===== src/rtl/exception_ctrl.sv =====
// rtl/exception_ctrl.sv - exception sequencer: save EPC, fetch handler vector byte, load PC
// Holds the main control unit stalled while the handler address is read from memory.
module exception_ctrl #(
  parameter logic [7:0] VEC_OPC     = 8'd254,
  parameter logic [7:0] VEC_DIV     = 8'd255,
  parameter logic [7:0] VEC_OVF     = 8'd253,
  parameter int         MEM_LATENCY = 2
) (
  input  logic        clk,
  input  logic        reset,
  input  logic        OVERFLOW,
  input  logic        OVF_CHECK,
  input  logic        OPCODE_INVALID,
  input  logic        DIV_ZERO,
  input  logic [31:0] PC,
  input  logic [31:0] MEM_DATA,
  output logic [31:0] MEM_ADDR,
  output logic        MEM_READ,
  output logic [31:0] PC_OUT,
  output logic        PC_WRITE,
  output logic [31:0] EPC,
  output logic [1:0]  CAUSE,
  output logic        BUSY,
  output logic        EXC_DONE
);

  localparam logic [1:0] S_IDLE = 2'd0;
  localparam logic [1:0] S_READ = 2'd1;
  localparam logic [1:0] S_LOAD = 2'd2;
  localparam logic [2:0] CNT_INIT = 3'(MEM_LATENCY - 1);

  logic [1:0]  r_state;
  logic [2:0]  r_cnt;
  logic [7:0]  r_vec;
  logic [31:0] r_epc;
  logic [1:0]  r_cause;

  logic        w_trig;
  logic [1:0]  w_cause;
  logic [7:0]  w_vec;
  logic        w_unused;

  assign w_trig = OPCODE_INVALID | DIV_ZERO | (OVERFLOW & OVF_CHECK);

  // Opcode fault outranks divide-by-zero, which outranks overflow.
  always_comb begin
    w_cause = 2'b11;
    w_vec   = VEC_OVF;
    if (OPCODE_INVALID) begin
      w_cause = 2'b01;
      w_vec   = VEC_OPC;
    end else if (DIV_ZERO) begin
      w_cause = 2'b10;
      w_vec   = VEC_DIV;
    end
  end

  always_ff @(posedge clk) begin
    if (reset) begin
      r_state <= S_IDLE;
      r_cnt   <= 3'd0;
      r_vec   <= 8'd0;
      r_epc   <= 32'd0;
      r_cause <= 2'b00;
    end else begin
      case (r_state)
        S_IDLE: begin
          if (w_trig) begin
            r_state <= S_READ;
            r_cnt   <= CNT_INIT;
            r_vec   <= w_vec;
            r_epc   <= PC - 32'd4;
            r_cause <= w_cause;
          end
        end
        S_READ: begin
          if (r_cnt == 3'd0) begin
            r_state <= S_LOAD;
          end else begin
            r_cnt <= r_cnt - 3'd1;
          end
        end
        S_LOAD: begin
          r_state <= S_IDLE;
        end
        default: begin
          r_state <= S_IDLE;
        end
      endcase
    end
  end

  // Only the low byte of the vector word is a handler address.
  assign w_unused = ^MEM_DATA[31:8];

  assign BUSY     = (r_state == S_READ) || (r_state == S_LOAD);
  assign MEM_READ = (r_state == S_READ);
  assign PC_WRITE = (r_state == S_LOAD);
  assign EXC_DONE = (r_state == S_LOAD);
  assign MEM_ADDR = BUSY ? {24'd0, r_vec} : 32'd0;
  assign PC_OUT   = (r_state == S_LOAD) ? {24'd0, MEM_DATA[7:0]} : 32'd0;
  assign EPC      = r_epc;
  assign CAUSE    = r_cause;

endmodule


===== config.mk =====
export PLATFORM = sky130hd
export DESIGN_NAME = exception_ctrl
export DESIGN_NICKNAME = d
export VERILOG_FILES = /design/src/rtl/exception_ctrl.sv
export SDC_FILE = /design/constraint.sdc
export NUM_CORES = 1
export LEC_CHECK = 0
export ABC_AREA = 1
export CORE_UTILIZATION = 36
export CTS_BUF_LIST = sky130_fd_sc_hd__clkbuf_8
export DETAILED_ROUTE_END_ITERATION = 8
export PLACE_DENSITY = 0.79
export SYNTH_ARGS = -nofsm -noshare
export SYNTH_HDL_FRONTEND = slang
export SYNTH_SLANG_ARGS = --single-unit

===== constraint.sdc =====
create_clock -name clk -period 1.35 [get_ports clk]
set_input_delay 0.27 -clock clk [delete_from_list [all_inputs] [get_ports clk]]
set_output_delay 0.27 -clock clk [all_outputs]
set_load 0.01 [all_outputs]

Word level (Yosys, flattened, before mapping)
Index checks and enable logic that the tools add are counted.

Shift-type cells: 0. Equal/unequal tests: 5. Muxes and demuxes: 12. Reduce and logical (&&, ||, !) cells: 7. $lt $le $gt $ge: 0. Bitwise logic cells: 3. Multipliers: 0. Div/mod/pow operators: 0. Add/subtract/negate cells: 2.

Operator list (count): $sub A32 B3 Y32 const B (1); $mux W8 (2); $mux W2 (5); $mux W3 (2); $pmux W3 S2 (1); $ne A2 B2 Y1 const B (2); $pmux W2 S2 (1); $reduce_and A2 Y1 (2); $logic_not A3 Y1 (1); $reduce_and A3 Y1 (1); $sub A3 B1 Y3 const B (1); $eq A2 B1 Y1 const B (1); $eq A2 B2 Y1 const B (1); $logic_not A2 Y1 (1); $ne A2 B1 Y1 const B (1); $or A1 B1 Y1 (2); $reduce_bool A2 Y1 (1); $and A1 B1 Y1 (1); $logic_or A1 B1 Y1 (1); $mux W1 (1).

Input port bits: 70. Word-level logic and storage cells: 34. Bits in read-only memories: 0. Output and inout port bits: 102. Memories kept: 0. Latch bits: 0. Register bits: 47. Bits in writable memories: 0.

Logic depth before layout (Yosys ltp)
Gate-level depths: netlist of run 1.

Depth in word-level cells: 4. Mapped depth: 10. Mapped depth without buffers: 10.

Worst setup path after synthesis of run 1
No wires, ideal clock.

Kind: register to register. Start: reg r_state[1]. End: reg r_cnt[1]. Data required time: 1.222 ns. Arrival: 1.265 ns. Library setup time: 0.128 ns. Stages on the path, launching flop included: 10. Path buffers: 0. Period minus slack after synthesis: 1.393 ns. Path slack: -0.043 ns. Cells stage by stage: dfxtp_1 inv_1 ha_1 inv_1 a21oi_1 inv_1 o21ai_0 nand2_1 a21oi_1 nor2_1.

Cells in the longest elaborated chain, start to end: 3. Elaborated cells on any way between the ends: 7. Those cells by class: eq/ne: 3; mux: 1; reduce/logical: 3.

RTL lines: start: declaration (line 32) `logic [1:0] r_state;`; start signal: assignment (line 60) `r_state <= S_IDLE;`; start signal: assignment (line 69) `r_state <= S_READ;`; start signal: assignment (line 78) `r_state <= S_LOAD;`; $eq A2 B1 Y1 (*); named net MEM_READ (line 18) `output logic MEM_READ,`; $ne A2 B2 Y1 (no line) / $reduce_bool A2 Y1 (equally long branches); $reduce_and A3 Y1 (no line); end signal: assignment (line 80) `r_cnt <= r_cnt - 3'd1;`; end: declaration (line 33) `logic [2:0] r_cnt;`.

The timed path passes the listed nets; every way through them passes the cells marked *. A chain may end at the register's enable or synchronous reset.

Final worst setup path of run 1
Start: reg r_state[1]. End: reg r_epc[6] (netlist: EPC[6]).

Cells in the longest elaborated chain, start to end: 2.

RTL lines: $logic_not A2 Y1 (line 66) `case (r_state)`; $reduce_and A2 Y1 (no line); end signal: assignment (line 72) `r_epc <= PC - 32'd4;`; end: declaration (line 35) `logic [31:0] r_epc;`.

No other way between the ends.

==> impl_metrics.json, run 1 <==
{
  "htreeDepth": 2,
  "fp.coreArea_um2": 8260,
  "synth_cell_types": 28,
  "cts_tree": "yes",
  "clock_latency_ns": 0.31,
  "layout_commonest_cell": "nand2_1",
  "ctsHoldBuffers": 0,
  "gp_congestion": 0.869,
  "cts_root_buf": "clkbuf_8",
  "drc": 0,
  "drive_above_1_share_pct": 35.0,
  "max_freq_mhz": 619,
  "most-common-layout-cells": "nand2_1, inv_1, dlygate4sd2_1",
  "drt_first_pass_iters": 6,
  "worstSetupPathType": "reg2reg",
  "dr_total_vias": 3619,
  "final_max_slew_viol_count": 0,
  "final.period_utilization_pct": 120,
  "peakVddDrop_v": 0.000726,
  "totalWireLength_mm": 11.3,
  "power.density_nw_per_um2": 1120,
  "rsz0062_at_grt": "yes",
  "route.detailed.wl_per_inst_um": 14.7,
  "diodes": 0,
  "hpwl_mm": 7.23,
  "crit_chain": "inv_2 -> ha_4 -> inv_4 -> nor2_4 -> clkinvlp_4 -> buf_6 -> a21oi_4 -> a21oi_2",
  "numCtsBuffers": 5,
  "crit_path_max_incr_delay_ns": 0.35,
  "worst_hold_path_type": "in2reg",
  "finalSetupViolCount": 57,
  "ys_seq_area_share_pct": 26.6,
  "hold_violations": 0,
  "cp-start-kind": "register",
  "start_util_pct": 37.4,
  "cap_violations": 0,
  "clkSlewWorstSetupHoldPaths_ns": 0.09,
  "grt_first_pass_wirelength_mm": 15.7,
  "skew_ns": 0.00941,
  "grt_pass1_vias": 3276,
  "path_max_fanout": 4,
  "ys.warnings.count": 0,
  "synthesis.area_um2": 3090,
  "synth_seq_cells": 41,
  "syn_avg_cell_area_um2": 6.19,
  "min_period_ns": 1.62,
  "ctsLongestPathBuffers": 2,
  "syn_inst": 499,
  "grt_max_degree": 30,
  "antenna_found_initial": 0,
  "first_iter_violations": 175,
  "die_x_um": 94.7,
  "status": "finished with violations",
  "layout.cells.non_filler": 765,
  "endpoint_kind": "register",
  "io_buffers": 99,
  "leakage_nw": 2.86,
  "overflow": 0,
  "setup_slack_ns": -0.266,
  "top_level_ports": 172,
  "tns_ns": -10.18,
  "die_area_um2": 8960,
  "final_nets": 735,
  "postPlaceCellArea_um2": 4380,
  "design_area_um2": 5260,
  "synth_top_area_share_pct": 26.6,
  "place_ws_ns": -0.487,
  "synth.top_cells.by_area": "dfxtp_1, buf_4, nand2_1",
  "violations": "setup timing",
  "viasPerCell": 4.73,
  "row_count": 33,
  "crit_arrival_ns": 1.81,
  "die_h_um": 94.7,
  "track_usage_pct": 22.8,
  "yosys.area.top_type": "dfxtp_1",
  "required_ns": 1.54,
  "syn_to_final_growth_pct": 70.3,
  "cts.sinks": 41,
  "ant_nets": 0,
  "placed_cells": 741,
  "crit_path_top_delay_cell": "dfxtp_2"
}
[final timing paths]
path / from / endpoint / slack, ns / cells after the start
setup reg to reg: r_state[1] / EPC[6] / -0.27 / 8
hold / removal: PC[2] / EPC[2] / 0.30 / 2
setup / recovery: r_state[1] / EPC[6] / -0.27 / 8
hold reg to reg: r_vec[1] / r_vec[1] / 0.50 / 2
[critical path: cells and delay by family (launching register included)]
family	cells	cell delay (ns)
buffers and inverters	4	0.57
and+or+nand+nor	1	0.25
AOI/OAI and AO/OA	2	0.17
adders and majority gates	1	0.16
DFF	1	0.35
[flip-flops by register name, summed over array words and instances, names as in the netlist]
signal,cells
EPC,32
r_cnt,3
CAUSE,1
r_state,2
r_vec,3
[synth_stat cells, drive strengths merged]
| library cell | instances |
|---|---|
| conb | 1 |
| xor2 | 8 |
| nand2 | 102 |
| o21ai | 35 |
| o211ai | 1 |
| nand4 | 2 |
| buf | 63 |
| nand3b | 3 |
| nor2 | 99 |
| dfxtp | 41 |
| a21oi | 23 |
| xnor2 | 1 |
| nor3 | 1 |
| clkinv | 1 |
| inv | 81 |
| a31oi | 3 |
| clkbuf | 4 |
| ha | 6 |
| nand3 | 22 |
| o21bai | 2 |
[metal layers]
| layer | track usage [%] | wire (µm) | vias to the layer above |
|---|---|---|---|
| met5 | 0 | 0 | - |
| met4 | 8.59 | 384 | 0 |
| met3 | 3.95 | 703 | 34 |
| met2 | 41.2 | 5720 | 177 |
| met1 | 26.7 | 4460 | 1668 |
| li1 | - | - | 1740 |
[cell families after synthesis]
family | count (synthesis) | synth area share [%]
adders and majority gates | 6 | 2.43
xor gates and xnor gates | 9 | 2.55
buffers and inverters | 149 | 25.2
AOI/OAI and AO/OA | 64 | 10.7
DFF | 41 | 26.6
other | 1 | 0.121
and+or+nand+nor | 229 | 32.4
[final cells by class]
class / count / area [µm²]
fill: 686 / 2990
multi-input combinational: 356 / 2140
timing repair buffer: 173 / 1710
sequential: 41 / 825
inverter: 82 / 323
tap: 105 / 131
clock buffer: 5 / 68.8
clock inverter: 3 / 68.8
[through the flow]
step	util, %	hold WS [ns]	power, mW
after global placement	53.1	0.458	3.66
final	63.7	0.300	5.91
after CTS	59.4	0.305	5.39
after floorplan	-	0.360	2.74
after global routing	63.7	0.336	6.21
after detailed placement	53.1	0.467	3.72
[report_power, final]
part	switching (mW)	internal, mW
clock network	0.502	0.745
registers	0.172	1.46
logic	1.55	1.49
total	2.23	3.69
[what timing repair did]
| item | 4_1_cts | 5_1_grt |
|---|---|---|
| buffers inserted | 10 | 3 |
| hold endpoints to repair | 0 | 0 |
| gates cloned | 3 | 2 |
| endpoints found under the setup margin | 93 | 61 |
| resized for setup | 253 | 91 |
| pin swaps | 34 | 27 |
No activity file was read; power rests on OpenSTA's default activity.
==> run 2, diff against run 1 <==
- CORE_UTILIZATION: 36 -> 40
- PLACE_DENSITY: 0.79 -> 0.83
- clock period: 1.35 -> 2 ns (I/O delays scaled with it)
==> run 2 against run 1 <==
Flip-flop and latch count unchanged. Register-to-register slack gained 0.69 ns. Combinational power down 57%. The run now ends clean. Count of clock-buffer cells in the layout is the same. Critical endpoint is now MEM_ADDR[6]. Worst hold slack better by 0.19 ns. Setup slack gained 0.37 ns.
==> impl_metrics.json, run 2 (synthesized netlist as in run 1, its figures left out) <==
{
  "required_ns": 1.60,
  "start_util_pct": 41.9,
  "worst_hold_startpoint": "r_vec[6]",
  "hold_violations": 0,
  "numCtsBuffers": 5,
  "ctsLongestPathBuffers": 2,
  "worstSetupPathType": "reg2out",
  "grt_pass1_vias": 2901,
  "final_max_slew_viol_count": 0,
  "drc": 0,
  "nFillCells": 710,
  "cts_tree": "yes",
  "htreeDepth": 2,
  "skew_ns": 0.00775,
  "diodes": 0,
  "cts_root_buf": "clkbuf_8",
  "grt_first_pass_wirelength_mm": 13.2,
  "crit_path_max_incr_delay_ns": 0.38,
  "clock_latency_ns": 0.30,
  "hpwl_mm": 6.23,
  "ant_nets": 0,
  "fp.coreArea_um2": 7370,
  "reg2reg_depth": 9,
  "crit_path_top_delay_cell": "dfxtp_1",
  "io_buffers": 99,
  "antenna_found_initial": 0,
  "die_x_um": 89.9,
  "area.sequential_um2": 822,
  "power.density_nw_per_um2": 707,
  "grt-busiest-layer": "met2",
  "hold_ws_ns": 0.487,
  "status": "finished clean",
  "rsz0062_at_grt": "no",
  "cts.sinks": 41,
  "cap_violations": 0,
  "hold_path_end": "r_vec[6]",
  "multiInputGateArea_um2": 1690,
  "rr_startpoint": "r_state[1]",
  "track_usage_pct": 19.7,
  "use_met1_pct": 24.4,
  "clkSlewWorstSetupHoldPaths_ns": 0.08,
  "peakVddDrop_v": 0.000459,
  "cts_setup_buffers": 0,
  "die_area_um2": 8080,
  "crit_chain": "inv_1 -> ha_4 -> nand2_1 -> inv_2 -> dlygate4sd2_1",
  "most-common-layout-cells": "nand2_1, nor2_1, clkdlybuf4s50_1",
  "die_h_um": 89.9,
  "setup_slack_ns": 0.105,
  "final.period_utilization_pct": 94.8,
  "route.detailed.wl_per_inst_um": 11.2,
  "min_period_ns": 1.90,
  "totalWireLength_mm": 7.77,
  "viasPerCell": 4.47,
  "reg2reg_slack_ns": 0.42,
  "rr_endpoint": "r_cnt[1]",
  "syn_to_final_growth_pct": 32.8,
  "drive_above_1_share_pct": 7.41,
  "worst_hold_path_type": "reg2reg",
  "drt_first_pass_iters": 4,
  "grt_use_met3_pct": 3.89,
  "cp-start-kind": "register",
  "gp_congestion": 0.889,
  "finalSetupViolCount": 0,
  "max_freq_mhz": 528,
  "top_level_ports": 172,
  "row_count": 31,
  "grt_max_degree": 54,
  "hold_depth": 2,
  "place_ws_ns": -0.00952,
  "path_max_fanout": 6,
  "first_iter_violations": 113,
  "endpoint_kind": "primary output",
  "leakage_nw": 2.26,
  "overflow": 0,
  "crit_arrival_ns": 1.50,
  "met2_usage_pct": 34.6,
  "dr_total_vias": 3097,
  "layout_commonest_cell": "nand2_1",
  "final_nets": 669,
  "largest_reg_flops": 32
}
## run 2: worst max-delay path by stage
| stage | from | end | slack, ns |
|---|---|---|---|
| floorplan | r_state[0] | MEM_ADDR[3] | 0.48 |
| global placement | PC[2] | EPC[16] | 0.05 |
| detailed placement | PC[9] | EPC[19] | -0.01 |
| CTS | r_state[0] | PC_OUT[7] | 0.02 |
| global route | r_state[1] | MEM_ADDR[5] | 0.02 |
| finish | r_state[1] | MEM_ADDR[6] | 0.10 |
## run 2: report_power, final
part,internal (mW),total (mW),switching [mW],leakage [nW]
combinational,0.610,1.30,0.685,1.87
clock,0.241,0.542,0.301,0.0439
sequential,0.981,1.06,0.0834,0.341
## run 2: critical path, delay by kind of cell, from the launching register on
family	cells	cell delay, ns
adders and majority gates	1	0.30
buffers and inverters	3	0.46
DFF	1	0.38
and+or+nand+nor	1	0.06
## run 2: area by class of cell
type | instances | share of cell area [%]
sequential | 41 | 20.0
clock buffer | 5 | 1.68
multi-input combinational | 356 | 41.2
clock inverter | 3 | 0.427
tap | 99 | 3.02
timing repair buffer | 107 | 26.1
inverter | 82 | 7.53
## run 2: through the flow
stage          instance area, µm²  power, mW   TNS, ns  cells  utilization, %
3_5_place_dp                 3980       2.39  -0.00952    685            54.1
6_report                     4100       2.90         0    693            55.7
2_1_floorplan                3270       1.84         0    546               -
3_3_place_gp                 3980       2.35         0    685            54.1
4_1_cts                      4090       2.92         0    693            55.4
5_1_grt                      4100       3.12         0    693            55.7
## run 2: routing by layer
metal	part of all wire (%)	wire (µm)
met5	0	0
met4	1.6	127
met1	45	3470
met2	48	3730
met3	5.6	433
## run 2: repair_timing
| action | 4_1_cts | 5_1_grt |
|---|---|---|
| endpoints found under the setup margin | 19 | 15 |
| hold buffers | 0 | 0 |
| resized for setup | 14 | 16 |
| pin swaps | 0 | 0 |
